File: src/rtl/axi_ic_pkg.sv
// Shared interconnect definitions: AXI field widths, index-width helper,
// AW payload layout and arbiter FSM states.
package axi_ic_pkg;

  localparam int unsigned AXI_LEN_W  = 8;
  localparam int unsigned AXI_ADDR_W = 32;
  localparam int unsigned AXI_ID_W   = 4;

  // Width needed to index n items; never below one bit.
  function automatic int unsigned idx_w(input int unsigned n);
    return (n < 2) ? 1 : $clog2(n);
  endfunction

  typedef struct packed {
    logic [AXI_ADDR_W-1:0] addr;
    logic [AXI_ID_W-1:0]   id;
    logic [AXI_LEN_W-1:0]  len;
  } aw_payload_t;

  typedef enum logic {ST_IDLE, ST_BUSY} arb_state_t;

endpackage

File: src/rtl/axi_aw_arbiter_rr_pick.sv
// Combinational round-robin selector: first set request at or above ptr,
// wrapping N-1 -> 0. Shared by the AW and AR arbiters.
module rr_pick
  import axi_ic_pkg::*;
#(
  parameter  int unsigned N = 4,
  localparam int unsigned W = idx_w(N)
) (
  input  logic [N-1:0] i_req,
  input  logic [W-1:0] i_ptr,
  output logic [N-1:0] o_gnt_onehot,
  output logic [W-1:0] o_gnt_idx,
  output logic         o_any
);

  localparam logic [W:0] NV = (W+1)'(N);

  logic [2*N-1:0] w_dbl;
  logic [N-1:0]   w_rot;
  logic [W-1:0]   w_off;
  logic [W:0]     w_sum;

  assign w_dbl = {i_req, i_req};
  assign w_rot = N'(w_dbl >> i_ptr);

  // Lowest set bit of the rotated vector is the offset from ptr.
  always_comb begin
    o_any = 1'b0;
    w_off = '0;
    for (int k = N - 1; k >= 0; k--) begin
      if (w_rot[k]) begin
        o_any = 1'b1;
        w_off = W'(k);
      end
    end
  end

  assign w_sum     = {1'b0, i_ptr} + {1'b0, w_off};
  assign o_gnt_idx = (w_sum >= NV) ? W'(w_sum - NV) : W'(w_sum);

  always_comb begin
    o_gnt_onehot = '0;
    for (int i = 0; i < N; i++) begin
      o_gnt_onehot[i] = o_any && (o_gnt_idx == W'(i));
    end
  end

endmodule

File: src/rtl/axi_aw_arbiter.sv
// N-master to 1-slave round-robin AW arbiter; registers the granted payload
// and pushes {master, awlen} to the W-routing order FIFO on slave handshake.
module axi_aw_arbiter
  import axi_ic_pkg::*;
#(
  parameter  int unsigned NM  = 4,
  parameter  int unsigned ADW = 32,
  parameter  int unsigned IDW = 4,
  localparam int unsigned MIW = idx_w(NM)
) (
  input  logic                     i_clk,
  input  logic                     i_resetn,
  input  logic [NM-1:0]            i_awvalid,
  input  logic [NM*ADW-1:0]        i_awaddr,
  input  logic [NM*IDW-1:0]        i_awid,
  input  logic [NM*AXI_LEN_W-1:0]  i_awlen,
  output logic [NM-1:0]            o_awready,
  output logic                     o_awvalid,
  output logic [ADW-1:0]           o_awaddr,
  output logic [IDW-1:0]           o_awid,
  output logic [AXI_LEN_W-1:0]     o_awlen,
  input  logic                     i_awready,
  output logic                     o_push,
  output logic [MIW+AXI_LEN_W-1:0] o_push_data,
  input  logic                     i_fifo_full
);

  arb_state_t           r_state;
  logic [MIW-1:0]       r_ptr;
  logic [MIW-1:0]       r_idx;

  logic [NM-1:0]        w_gnt_oh;
  logic [MIW-1:0]       w_gnt_idx;
  logic                 w_any;
  logic                 w_grant;
  logic [ADW-1:0]       w_sel_addr;
  logic [IDW-1:0]       w_sel_id;
  logic [AXI_LEN_W-1:0] w_sel_len;

  rr_pick #(.N(NM)) u_pick (
    .i_req        (i_awvalid),
    .i_ptr        (r_ptr),
    .o_gnt_onehot (w_gnt_oh),
    .o_gnt_idx    (w_gnt_idx),
    .o_any        (w_any)
  );

  // FIFO space is only checked here; nothing else pushes before our own push.
  assign w_grant   = i_resetn && (r_state == ST_IDLE) && w_any && !i_fifo_full;
  assign o_awready = w_grant ? w_gnt_oh : '0;

  assign o_push      = o_awvalid && i_awready;
  assign o_push_data = o_push ? {r_idx, o_awlen} : '0;

  always_comb begin
    w_sel_addr = '0;
    w_sel_id   = '0;
    w_sel_len  = '0;
    for (int m = 0; m < NM; m++) begin
      if (w_gnt_idx == MIW'(m)) begin
        w_sel_addr = i_awaddr[m*ADW +: ADW];
        w_sel_id   = i_awid[m*IDW +: IDW];
        w_sel_len  = i_awlen[m*AXI_LEN_W +: AXI_LEN_W];
      end
    end
  end

  always_ff @(posedge i_clk or negedge i_resetn) begin
    if (!i_resetn) begin
      r_state   <= ST_IDLE;
      r_ptr     <= '0;
      r_idx     <= '0;
      o_awvalid <= 1'b0;
      o_awaddr  <= '0;
      o_awid    <= '0;
      o_awlen   <= '0;
    end else begin
      case (r_state)
        ST_IDLE: begin
          if (w_grant) begin
            r_state   <= ST_BUSY;
            r_idx     <= w_gnt_idx;
            r_ptr     <= (w_gnt_idx == MIW'(NM - 1)) ? '0 : MIW'(w_gnt_idx + MIW'(1));
            o_awvalid <= 1'b1;
            o_awaddr  <= w_sel_addr;
            o_awid    <= w_sel_id;
            o_awlen   <= w_sel_len;
          end
        end
        ST_BUSY: begin
          if (i_awready) begin
            r_state   <= ST_IDLE;
            o_awvalid <= 1'b0;
          end
        end
      endcase
    end
  end

endmodule

File: config.mk
export PLATFORM = sky130hd
export DESIGN_NAME = axi_aw_arbiter
export DESIGN_NICKNAME = d
export VERILOG_FILES = /design/src/rtl/axi_ic_pkg.sv /design/src/rtl/axi_aw_arbiter_rr_pick.sv /design/src/rtl/axi_aw_arbiter.sv
export SDC_FILE = /design/constraint.sdc
export NUM_CORES = 1
export LEC_CHECK = 0
export CORE_ASPECT_RATIO = 1.75
export CORE_MARGIN = 4
export CORE_UTILIZATION = 25
export CTS_CLUSTER_SIZE = 24
export DETAILED_ROUTE_END_ITERATION = 12
export PLACE_DENSITY_LB_ADDON = 0.15
export RECOVER_POWER = 25
export SLEW_MARGIN = 20
export SYNTH_ARGS = -nofsm -noshare
export SYNTH_HDL_FRONTEND = slang
export SYNTH_SLANG_ARGS = --single-unit
File: constraint.sdc
create_clock -name i_clk -period 4.6 [get_ports i_clk]
set_input_delay 0.92 -clock i_clk [delete_from_list [all_inputs] [get_ports i_clk]]
set_output_delay 0.92 -clock i_clk [all_outputs]
set_load 0.05 [all_outputs]
==> results by group <==
GRT
  – Pin count of the biggest net entering global routing: 90
  – M2 GR Usage: 34.91%
  – M3 GR Usage: 3.077%
  – Vias in the first global route: between 4000 and 5000
  – GRT busiest layer: met2
  – Grt ovf: 0
  – Gr usage total: around 18%
  – Met1 Usage GRT: 20.21%
  – Number of antenna violations at the first check in global routing: 0
  – Global-route wire length before repair: 22900 um

Finish
  – Register area: 1251 um2
  – Total Nets Final: between 800 and 900
  – Most common library cell in the layout ignoring fill and taps: clkdlybuf4s50_1
  – Cell area after layout: 6257 um2
  – Area growth syn-to-layout: 81.72%
  – Multi-input gate area: 1852 um2
  – Fillers: 1333
  – Share of layout cells above drive strength 1: about 5.6%
  – N_diodes: 0
  – Most frequent cells in the layout: 237 x clkdlybuf4s50_1, 88 x a21oi_1, 50 x dfrtp_1, 48 x inv_1, 45 x nor2_1

Floorplan
  – Cell Rows: 56
  – Core area: roughly 13000 um2
  – Die W: 96.72 um
  – Starting Density: 25.60%
  – Die area: 15790 um2
  – Die height: 163.3 um
  – # IOs: 244

Logic synthesis
  – Syn Nets: between 600 and 700
  – Synthesized area per cell: 8.238 um2
  – Seq/Total Area, Yosys: around 36%
  – Syn Inst Count: 418
  – Synth unique cells: 37
  – Synth async-reset ratio: 100.0%
  – Syn Std Cell Area: 3443 um2
  – Top FF cell, synth: dfrtp_1
  – Ys Warns: 0
  – Post-synth EDFFs: 0
  – Synthesized flop and latch total: 50

STA
  – Worst hold slack: 0.4845 ns
  – Post-route setup slack: 0.2406 ns
  – RSZ-0062 raised after global routing: false
  – Highest clock rate: ~0.23 GHz
  – # setup viols final: 0
  – Slew @ Worst Pin: 1.506 ns
  – Period minus WS final: 4.359 ns
  – Setup TNS Final: 0 ns
  – Final period utilization: between 90% and 100%
  – Setup Skew: approximately 0.0020 ns
  – Relative slew slack: -0.4006%
  – Hold Vio Cnt, Final: 0
  – Final Max Slew Viols: 25

Setup path
  – CP Capture Point: o_awready[0]
  – Kind of critical path: input pin to output pin
  – R2r setup slk: 1.29 ns
  – WP data required: approximately 3.7 ns
  – CP bufs+invs: 2
  – Worst reg2reg path depth: 15
  – Crit Path Max Fanout: 7
  – Worst path slowest cell: clkdlybuf4s50_1
  – Worst stage delay on the critical path: roughly 0.60 ns
  – Cell mode on critical path: ha_1
  – CP arrival: 3.44 ns
  – CP Depth: 12
  – Crit end category: output pin
  – Startpoint class of the critical path: input pin
  – Start point of the critical path: i_awvalid[1]
  – Crit-path cells: clkdlybuf4s50_1 -> nand2b_1 -> a2bb2oi_1 -> o211ai_1 -> o31a_1 -> ha_1 -> xnor2_1 -> and4_1 -> or2_1 -> ha_1 -> and2_1 -> buf_12
  – Largest delay share family, worst path: simple AND/OR/NAND/NOR gates
  – FF-to-FF Start: r_ptr[1]$_DFFE_PN0P_
  – FF-to-FF End: o_awlen[2]$_DFFE_PN0P_

Clocking
  – Maximum buffer depth of the clock tree: 2
  – Clk_lat worst skew: 0.29 ns
  – Post-CTS Hold Buffers: 0
  – H-tree depth: 2
  – CTS tree: yes
  – CTS Buf Count: 5
  – Clock root cell: clkbuf_16
  – Clock Pin Slew Worst Setup and Hold Paths: 0.07 ns
  – Clock sinks: 50

Drt
  – DR iter-0 viols: 159
  – Avg WL per Cell: 18.34 um
  – Final WL: 14930 um
  – DRC: 0
  – Vias after detailed routing: 4134
  – Final ANT Viol Nets: 0
  – Vias per cell: 5.079
  – 1st-pass router iterations: 6

Placed design
  – Dpl ws: 0.07062 ns
  – GP Congestion: slightly above 0.8
  – HPWL after detailed placement: 11380 um
  – I/O Buffers: 243
  – Placed cell areas: 6102 um2

Status
  – Failing checks: capacitance limit, slew limit
  – Status: finished with violations

Hold path
  – Worst hold path type: register to register

Flow run
  – Max Cap Viol: 1

Power and ir drop
  – Leakage: ~2.6 nW
  – Pwr/cell area: 793.4 nW/um2
  – Peak supply drop: 614.7 uV
state kept, by name, indices dropped and copies added (netlist names):
| register | cells |
|---|---|
| r_state | 1 |
| o_awlen | 8 |
| o_awaddr | 32 |
| o_awid | 4 |
| o_awvalid | 1 |
| r_idx | 2 |
| r_ptr | 2 |
timing repair:
action,CTS,global route
buffers inserted,0,0
hold endpoints to repair,0,0
resized for setup,0,3
endpoints found under the setup margin,0,4
routing by layer:
metal,wire length [um],vias up
met1,5555,2004
li1,-,1971
met2,8472,145
met3,676,14
met5,0,-
met4,228,0
power breakdown:
part / switching (mW) / internal, mW
combinational: 2.25 / 1.53
clock: 0.169 / 0.217
sequential: 0.145 / 0.657
total: 2.56 / 2.40
final cells by class:
cell class / count / area share, %
inverter: 48 / 2.879
multi-input combinational: 277 / 29.59
timing repair buffer: 257 / 41.69
clock inverter: 1 / 0.07998
clock buffer: 7 / 2.280
sequential: 50 / 20.00
tap: 174 / 3.479
worst min-delay path by stage:
| stage | start | to | slack, ns | cells past startpoint |
|---|---|---|---|---|
| finish | r_idx[1]$_DFFE_PN0P_ | r_idx[1]$_DFFE_PN0P_ | 0.48 | 2 |
| floorplan | r_idx[0]$_DFFE_PN0P_ | r_idx[0]$_DFFE_PN0P_ | 0.44 | 2 |
| global route | r_idx[1]$_DFFE_PN0P_ | r_idx[1]$_DFFE_PN0P_ | 0.51 | 2 |
| global placement | r_idx[0]$_DFFE_PN0P_ | r_idx[0]$_DFFE_PN0P_ | 0.47 | 2 |
| detailed placement | r_idx[1]$_DFFE_PN0P_ | r_idx[1]$_DFFE_PN0P_ | 0.48 | 2 |
| CTS | r_idx[1]$_DFFE_PN0P_ | r_idx[1]$_DFFE_PN0P_ | 0.49 | 2 |
cells by family after synthesis:
kind of cell	synth area share, %
AO/OA/AOI/OAI	38.12
buffers and inverters	11.16
AND/OR/NAND/NOR	12.03
flip-flops	36.34
adder cells (fa/ha/maj)	1.817
XOR/XNOR	0.2544
multiplexers	0.2907
worst register-to-register path: stages, from the launching register on:
cell and delay, ns:
dfrtp_1 0.45, nand2b_1 0.20, a2bb2oi_1 0.18, o211ai_1 0.10, o31a_1 0.12, ha_1 0.19, xnor2_1 0.15, and4_1 0.26
or2_1 0.24, ha_2 0.20, buf_4 0.21, nor2b_4 0.16, buf_12 0.21, a221oi_1 0.14, a211o_1 0.30, a21oi_1 0.13
cell usage after synthesis (2+ instances only):
library cell	n	share of area [%]
o31ai_2	2	0.73
nand2b_1	3	0.55
inv_1	48	5.2
o21ai_0	4	0.58
a21oi_1	88	13
buf_1	4	0.44
o211ai_1	2	0.44
dfrtp_1	50	36
a211o_1	43	11
buf_2	4	0.58
ha_1	5	1.8
nor2_1	46	5.0
and2_1	5	0.91
nor2b_1	2	0.36
and3_1	10	1.8
clkbuf_1	30	3.3
buf_6	5	1.6
and3b_1	2	0.51
a221oi_1	43	11
nand2_1	5	0.55
through the flow:
step / total power [mW] / utilization (%) / cells
finish: 4.964 / 46.51 / 814
global route: 5.308 / 46.51 / 814
CTS: 5.032 / 46.46 / 814
detailed placement: 4.627 / 45.36 / 806
global placement: 4.587 / 45.36 / 806
floorplan: 3.330 / - / 418
(Power assumes the default switching activity.)
